### src/rtl/nibble_serial_addsub.sv
// Serial adder/subtractor: one 4-bit nibble per clock with a registered carry
// between nibbles, valid/ready handshakes on operand and result sides.
module nibble_serial_addsub #(
   parameter int unsigned WIDTH = 16
) (
   input  logic             clk,
   input  logic             rst,
   input  logic             in_valid,
   output logic             in_ready,
   input  logic [WIDTH-1:0] a,
   input  logic [WIDTH-1:0] b,
   input  logic             sub,
   output logic             out_valid,
   input  logic             out_ready,
   output logic [WIDTH-1:0] sum,
   output logic             cout,
   output logic             overflow
);

   localparam int unsigned N  = WIDTH / 4;
   localparam int unsigned KW = $clog2(N);

   typedef enum logic [1:0] {S_IDLE, S_RUN, S_DONE} state_t;

   state_t           r_state;
   state_t           w_next;
   logic [WIDTH-1:0] r_a;
   logic [WIDTH-1:0] r_b;
   logic             r_sub;
   logic             r_carry;
   logic [KW-1:0]    r_k;
   logic [WIDTH-1:0] r_sum;
   logic             r_cout;
   logic             r_ovf;

   logic [KW+1:0]    w_base;
   logic [3:0]       w_an;
   logic [3:0]       w_bn;
   logic [3:0]       w_lo;
   logic [4:0]       w_full;
   logic             w_last;

   assign w_base = {r_k, 2'b00};
   assign w_an   = r_a[w_base +: 4];
   assign w_bn   = r_b[w_base +: 4] ^ {4{r_sub}};
   // w_lo[3] is the carry into bit 3 of the nibble, needed for signed overflow
   assign w_lo   = {1'b0, w_an[2:0]} + {1'b0, w_bn[2:0]} + {3'b000, r_carry};
   assign w_full = {1'b0, w_an} + {1'b0, w_bn} + {4'b0000, r_carry};
   assign w_last = (r_k == KW'(N - 1));

   always_ff @(posedge clk) begin
      if (rst) r_state <= S_IDLE;
      else     r_state <= w_next;
   end

   always_comb begin
      w_next = r_state;
      case (r_state)
         S_IDLE:  if (in_valid)  w_next = S_RUN;
         S_RUN:   if (w_last)    w_next = S_DONE;
         S_DONE:  if (out_ready) w_next = S_IDLE;
         default: w_next = S_IDLE;
      endcase
   end

   always_ff @(posedge clk) begin
      if (rst) begin
         r_a     <= '0;
         r_b     <= '0;
         r_sub   <= 1'b0;
         r_carry <= 1'b0;
         r_k     <= '0;
         r_sum   <= '0;
         r_cout  <= 1'b0;
         r_ovf   <= 1'b0;
      end else begin
         case (r_state)
            S_IDLE: begin
               if (in_valid) begin
                  r_a     <= a;
                  r_b     <= b;
                  r_sub   <= sub;
                  r_carry <= sub;
                  r_k     <= '0;
                  r_sum   <= '0;
               end
            end
            S_RUN: begin
               r_sum[w_base +: 4] <= w_full[3:0];
               r_carry            <= w_full[4];
               if (w_last) begin
                  r_cout <= w_full[4];
                  r_ovf  <= w_lo[3] ^ w_full[4];
               end else begin
                  r_k <= r_k + KW'(1);
               end
            end
            default: ;
         endcase
      end
   end

   assign in_ready  = (r_state == S_IDLE);
   assign out_valid = (r_state == S_DONE);
   assign sum       = r_sum;
   assign cout      = r_cout;
   assign overflow  = r_ovf;

endmodule
### config.mk
export PLATFORM = sky130hd
export DESIGN_NAME = nibble_serial_addsub
export DESIGN_NICKNAME = d
export VERILOG_FILES = /design/src/rtl/nibble_serial_addsub.sv
export SDC_FILE = /design/constraint.sdc
export NUM_CORES = 1
export LEC_CHECK = 0
export ABC_AREA = 0
export CORE_UTILIZATION = 34
export DETAILED_ROUTE_END_ITERATION = 8
export PLACE_DENSITY = 0.63
export SLEW_MARGIN = 25
export SYNTH_ARGS = -nofsm -noshare
export SYNTH_HDL_FRONTEND = slang
export SYNTH_SLANG_ARGS = --single-unit
### constraint.sdc
create_clock -name clk -period 3.42 [get_ports clk]
set_input_delay 0.513 -clock clk [delete_from_list [all_inputs] [get_ports clk]]
set_output_delay 0.513 -clock clk [all_outputs]
set_load 0.05 [all_outputs]
==> results by stage <==
Cells and area:
- The design area is roughly 0.0033 mm2.
- The layout net count is 385.
- The share of final-layout standard cells stronger than drive strength 1 is 8.235%.
- The layout has 763 filler cells.
- The repair_antennas step left the layout with diodes totalling 0.
- Registers take 0.001121 mm2.
- The multi-input gate area in the final layout is 0.001315 mm2.
- Relative to the synthesized area, the layout overhead comes to 28.16%.

Global routing:
- The initial antenna violation count came to 0.
- The first-pass GRT wire length is roughly 9300 um.
- The pin count of the biggest net entering global routing is 58.
- Global routing used 15.29% of the available tracks across all layers.
- The via count of the first global-routing pass was 2020.
- The leftover overflow at the end of global routing is 0.

Timing:
- For the final routed database, the setup TNS stands at 0 ns.
- The worst hold slack is roughly 0.46 ns.
- The share of the cycle needed by the critical path after routing is 81.03%.
- Headroom to the max-slew limit came out at between 60% and 70%.
- The number of hold violations in the final report is 0.
- The minimum period implied by the final worst setup slack is 2.771 ns.
- The clock skew is 0.004711 ns.
- Setup repair after global routing left no endpoint under its margin.
- At the pin with the least slew margin, the transition time is 0.5838 ns.
- The maximum clock frequency is approximately 0.36 GHz.
- The number of setup violations in the final report is 0.
- The final count of pins violating max slew came to 0.

Yosys:
- Counting every net in the synthesized netlist gives about 340.
- In this run the mean area of a mapped cell was between 8 and 9 um2.
- The compound-gate portion of the synthesized area is 14.49%.
- The main combinational cell family by area after synthesis is simple AND/OR/NAND/NOR gates.
- Synthesis produced a netlist whose cell count is about 290.
- The parity-gate share of the synthesized area counting xor and xnor cells is 2.383%.
- The synthesized design contains 0 enable-type register cells.
- Counting distinct cell types in the post-synthesis netlist gives 34.
- The area share of fa/ha/maj cells after synthesis is 4.961%.
- The synthesized-area fraction occupied by and/or/nand/nor cells is 21.98%.
- After synthesis, flip-flops and latches occupy 43.58% of the total area.
- The dominant register cell in the synthesized netlist is sky130_fd_sc_hd__dfxtp_1.
- The number of warnings printed during yosys synthesis is 0.
- The post-synthesis instance area is 0.002572 mm2.
- The synthesized flop and latch total is 56.
- The fraction of registers with async set or reset after synthesis is 0%.
- The portion of synthesized area spent on multiplexers is 7.296%.

Setup path:
- In this design, the critical path's most frequently occurring cell is sky130_fd_sc_hd__fa_1.
- The critical register-to-register path startpoint is r_k[0].
- The largest delay contributor family on the critical path is adder cells.
- Together, buffers and inverters on the worst path number 0.
- The startpoint kind of the worst setup timing path is a register.
- The slowest cell on the critical path is sky130_fd_sc_hd__mux4_2.
- The most critical setup path has its startpoint at r_k[0].
- STA puts the critical path data arrival time at about 3.0 ns.
- The data required time at the worst endpoint is approximately 3.7 ns.
- The endpoint type of the worst setup path is a register.
- The critical path is of the register to register type.
- The signal on the critical path passes through mux4_2, xnor2_1, fa_1, fa_1, nand2b_1, a21oi_1, xor2_1, nor2_1, nor3_1.
- In this run the worst path has a maximum fanout of 3.
- In this design, the stage delay of the slowest critical-path cell is about 0.52 ns.

Routing:
- The first detailed-routing pass took 4 iterations.
- In this run, the number of DRC markers left after iteration 0 of detailed routing was 126.
- After detailed routing, the number of vias per cell comes to 4.765.
- Dividing the detail-routed wire length by the instance count gives 12.39 um.
- The final route contains 2092 vias.
- The count of nets left with antenna violations once routing finished came out at 0.
- The DRC violation count after routing is 0.
- The final layout contains routed wiring with a total length of around 5400 um.

Placed design:
- The wire-length estimate of the detail-placed layout is 4069 um.
- The number of port buffers is between 50 and 60.
- At the end of routability-driven placement, the weighted congestion stood at 0.7349.
- The area of placed instances is between 0.003 and 0.004 mm2.

Clocking:
- The number of buffers on the longest clock path is 2.
- The worst-skew pair later-pin latency is 0.31 ns.
- The number of hold buffers added after CTS was 0.
- The TritonCTS clock tree is built.
- The total of cells resized after clock tree synthesis is 0.
- The H-tree was split into 2 levels.
- The number of setup buffers added after CTS is 0.
- The clock sink count is 56.
- In this run, CTS created clock tree buffers numbering 5.
- After clock tree synthesis, the clock-pin slew on the worst setup and hold paths is approximately 0.090 ns.
- The master cell of the clock root buffer is sky130_fd_sc_hd__clkbuf_8.

Power and ir drop:
- The reported leakage power is 1.246 nW.
- The maximum ir drop on the vdd rail is 0.0001595 V.
- For this design the ratio of total power to cell area is 418.1 mW/mm2.

Floorplan:
- The floorplan step set the die height to 88.99 um.
- The die is 88.99 um wide.
- The initial utilization of the core area, before any placement, comes to 35.28%.
- The number of ports placed on the die boundary is 57.
- The die outline area is 0.007918 mm2.
- After floorplanning, the core was divided into 31 placement rows.
- The area of the core is 0.007292 mm2.

Min path:
- The startpoint identified for the worst hold timing path is r_a[13].
- The worst hold path belongs to the class register to register.

Run:
- The number of maximum-capacitance constraint violations is 0.

Status:
- The flow ran to the end, and the final reports show no timing, DRC or antenna violations.
-- kinds of logic after synthesis --
group	Yosys count
simple gates	120
xor+xnor	7
fa+ha+maj	9
mux	8
compound gates	62
buf+inv	27
flops	56
-- routing by layer --
metal | global-route usage, % | wire [um]
met1 | 19.81 | 2530
met2 | 25.45 | 2590
met3 | 2.955 | 240
met4 | 5.628 | 80
met5 | 0 | 0
-- synthesized netlist by cell type, types with 3 or more instances --
cell / number / area, um2
sky130_fd_sc_hd__nor3_1: 3 / 15.01
sky130_fd_sc_hd__inv_1: 9 / 33.78
sky130_fd_sc_hd__a21oi_1: 39 / 195.2
sky130_fd_sc_hd__a22oi_1: 13 / 97.59
sky130_fd_sc_hd__nor2_1: 26 / 97.59
sky130_fd_sc_hd__a21o_1: 4 / 30.03
sky130_fd_sc_hd__ha_1: 7 / 87.58
sky130_fd_sc_hd__clkbuf_1: 7 / 26.28
sky130_fd_sc_hd__mux4_2: 6 / 135.1
sky130_fd_sc_hd__nand2b_1: 5 / 31.28
sky130_fd_sc_hd__xor2_1: 5 / 43.79
sky130_fd_sc_hd__dfxtp_1: 56 / 1121
sky130_fd_sc_hd__buf_4: 4 / 30.03
sky130_fd_sc_hd__nand2_1: 75 / 281.5
sky130_fd_sc_hd__buf_2: 4 / 20.02
-- state kept, by name, indices dropped and copies added, names as in the netlist --
register	flops
cout	1
sum	16
r_state	2
r_carry	1
r_a	16
r_b	16
overflow	1
r_k	2
r_sub	1
-- cell usage in the layout (no fill, tap or decap), types with 2 or more instances in the layout --
master	Yosys	final
sky130_fd_sc_hd__clkdlybuf4s50_1	0	55
sky130_fd_sc_hd__nor3_1	3	3
sky130_fd_sc_hd__nor2b_1	2	2
sky130_fd_sc_hd__clkbuf_8	0	5
sky130_fd_sc_hd__nand2b_4	2	2
sky130_fd_sc_hd__a22oi_1	13	13
sky130_fd_sc_hd__nand2b_1	5	5
sky130_fd_sc_hd__a21o_1	4	4
sky130_fd_sc_hd__a2bb2oi_1	2	2
sky130_fd_sc_hd__inv_1	9	9
sky130_fd_sc_hd__buf_4	4	6
sky130_fd_sc_hd__nor2_1	26	26
sky130_fd_sc_hd__ha_1	7	7
sky130_fd_sc_hd__mux4_1	2	2
sky130_fd_sc_hd__a21oi_1	39	39
sky130_fd_sc_hd__fa_1	2	2
sky130_fd_sc_hd__mux4_2	6	6
sky130_fd_sc_hd__xor2_1	5	5
sky130_fd_sc_hd__dfxtp_1	56	56
sky130_fd_sc_hd__xnor2_1	2	2
sky130_fd_sc_hd__nand2_1	75	75
-- layout make-up --
| cell class | instances | share of cell area [%] |
|---|---|---|
| clock buffers | 6 | 2.201 |
| multi-input cells | 206 | 39.89 |
| clock inverters | 2 | 1.063 |
| inverters | 9 | 1.025 |
| well taps | 99 | 3.757 |
| repair buffers | 61 | 18.06 |
| flip-flops and latches | 56 | 34.00 |
-- tightest hold or removal path, delay by kind of cell, from the launching register on --
| kind | cells | cell delay [ns] |
|---|---|---|
| AND/OR/NAND/NOR | 1 | 0.05 |
| flip-flops | 1 | 0.32 |
| AO/OA/AOI/OAI | 1 | 0.05 |
-- final timing paths --
| check | to | slack (ns) | cells past startpoint |
|---|---|---|---|
| worst max-delay path | overflow | 0.65 | 9 |
| worst max register to register | overflow | 0.65 | 9 |
| worst min-delay path | r_a[13] | 0.46 | 2 |
| worst min register to register | r_a[13] | 0.46 | 2 |
-- where the power goes --
group / switching, mW / internal [mW]
sequential: 0.0195 / 0.681
combinational: 0.140 / 0.118
clock: 0.202 / 0.217
total: 0.362 / 1.02
-- stage by stage --
step	utilization [%]	total power [mW]	worst slack (ns)	instances
after floorplan	-	0.8845	0.5998	289
after global placement	43.70	0.9707	0.7773	431
after CTS	45.18	1.396	0.6574	439
after global routing	45.21	1.451	0.4117	439
final	45.21	1.378	0.6488	439
after detailed placement	43.70	0.9765	0.6842	431
Note: power is estimated with default switching activity, not from simulation.
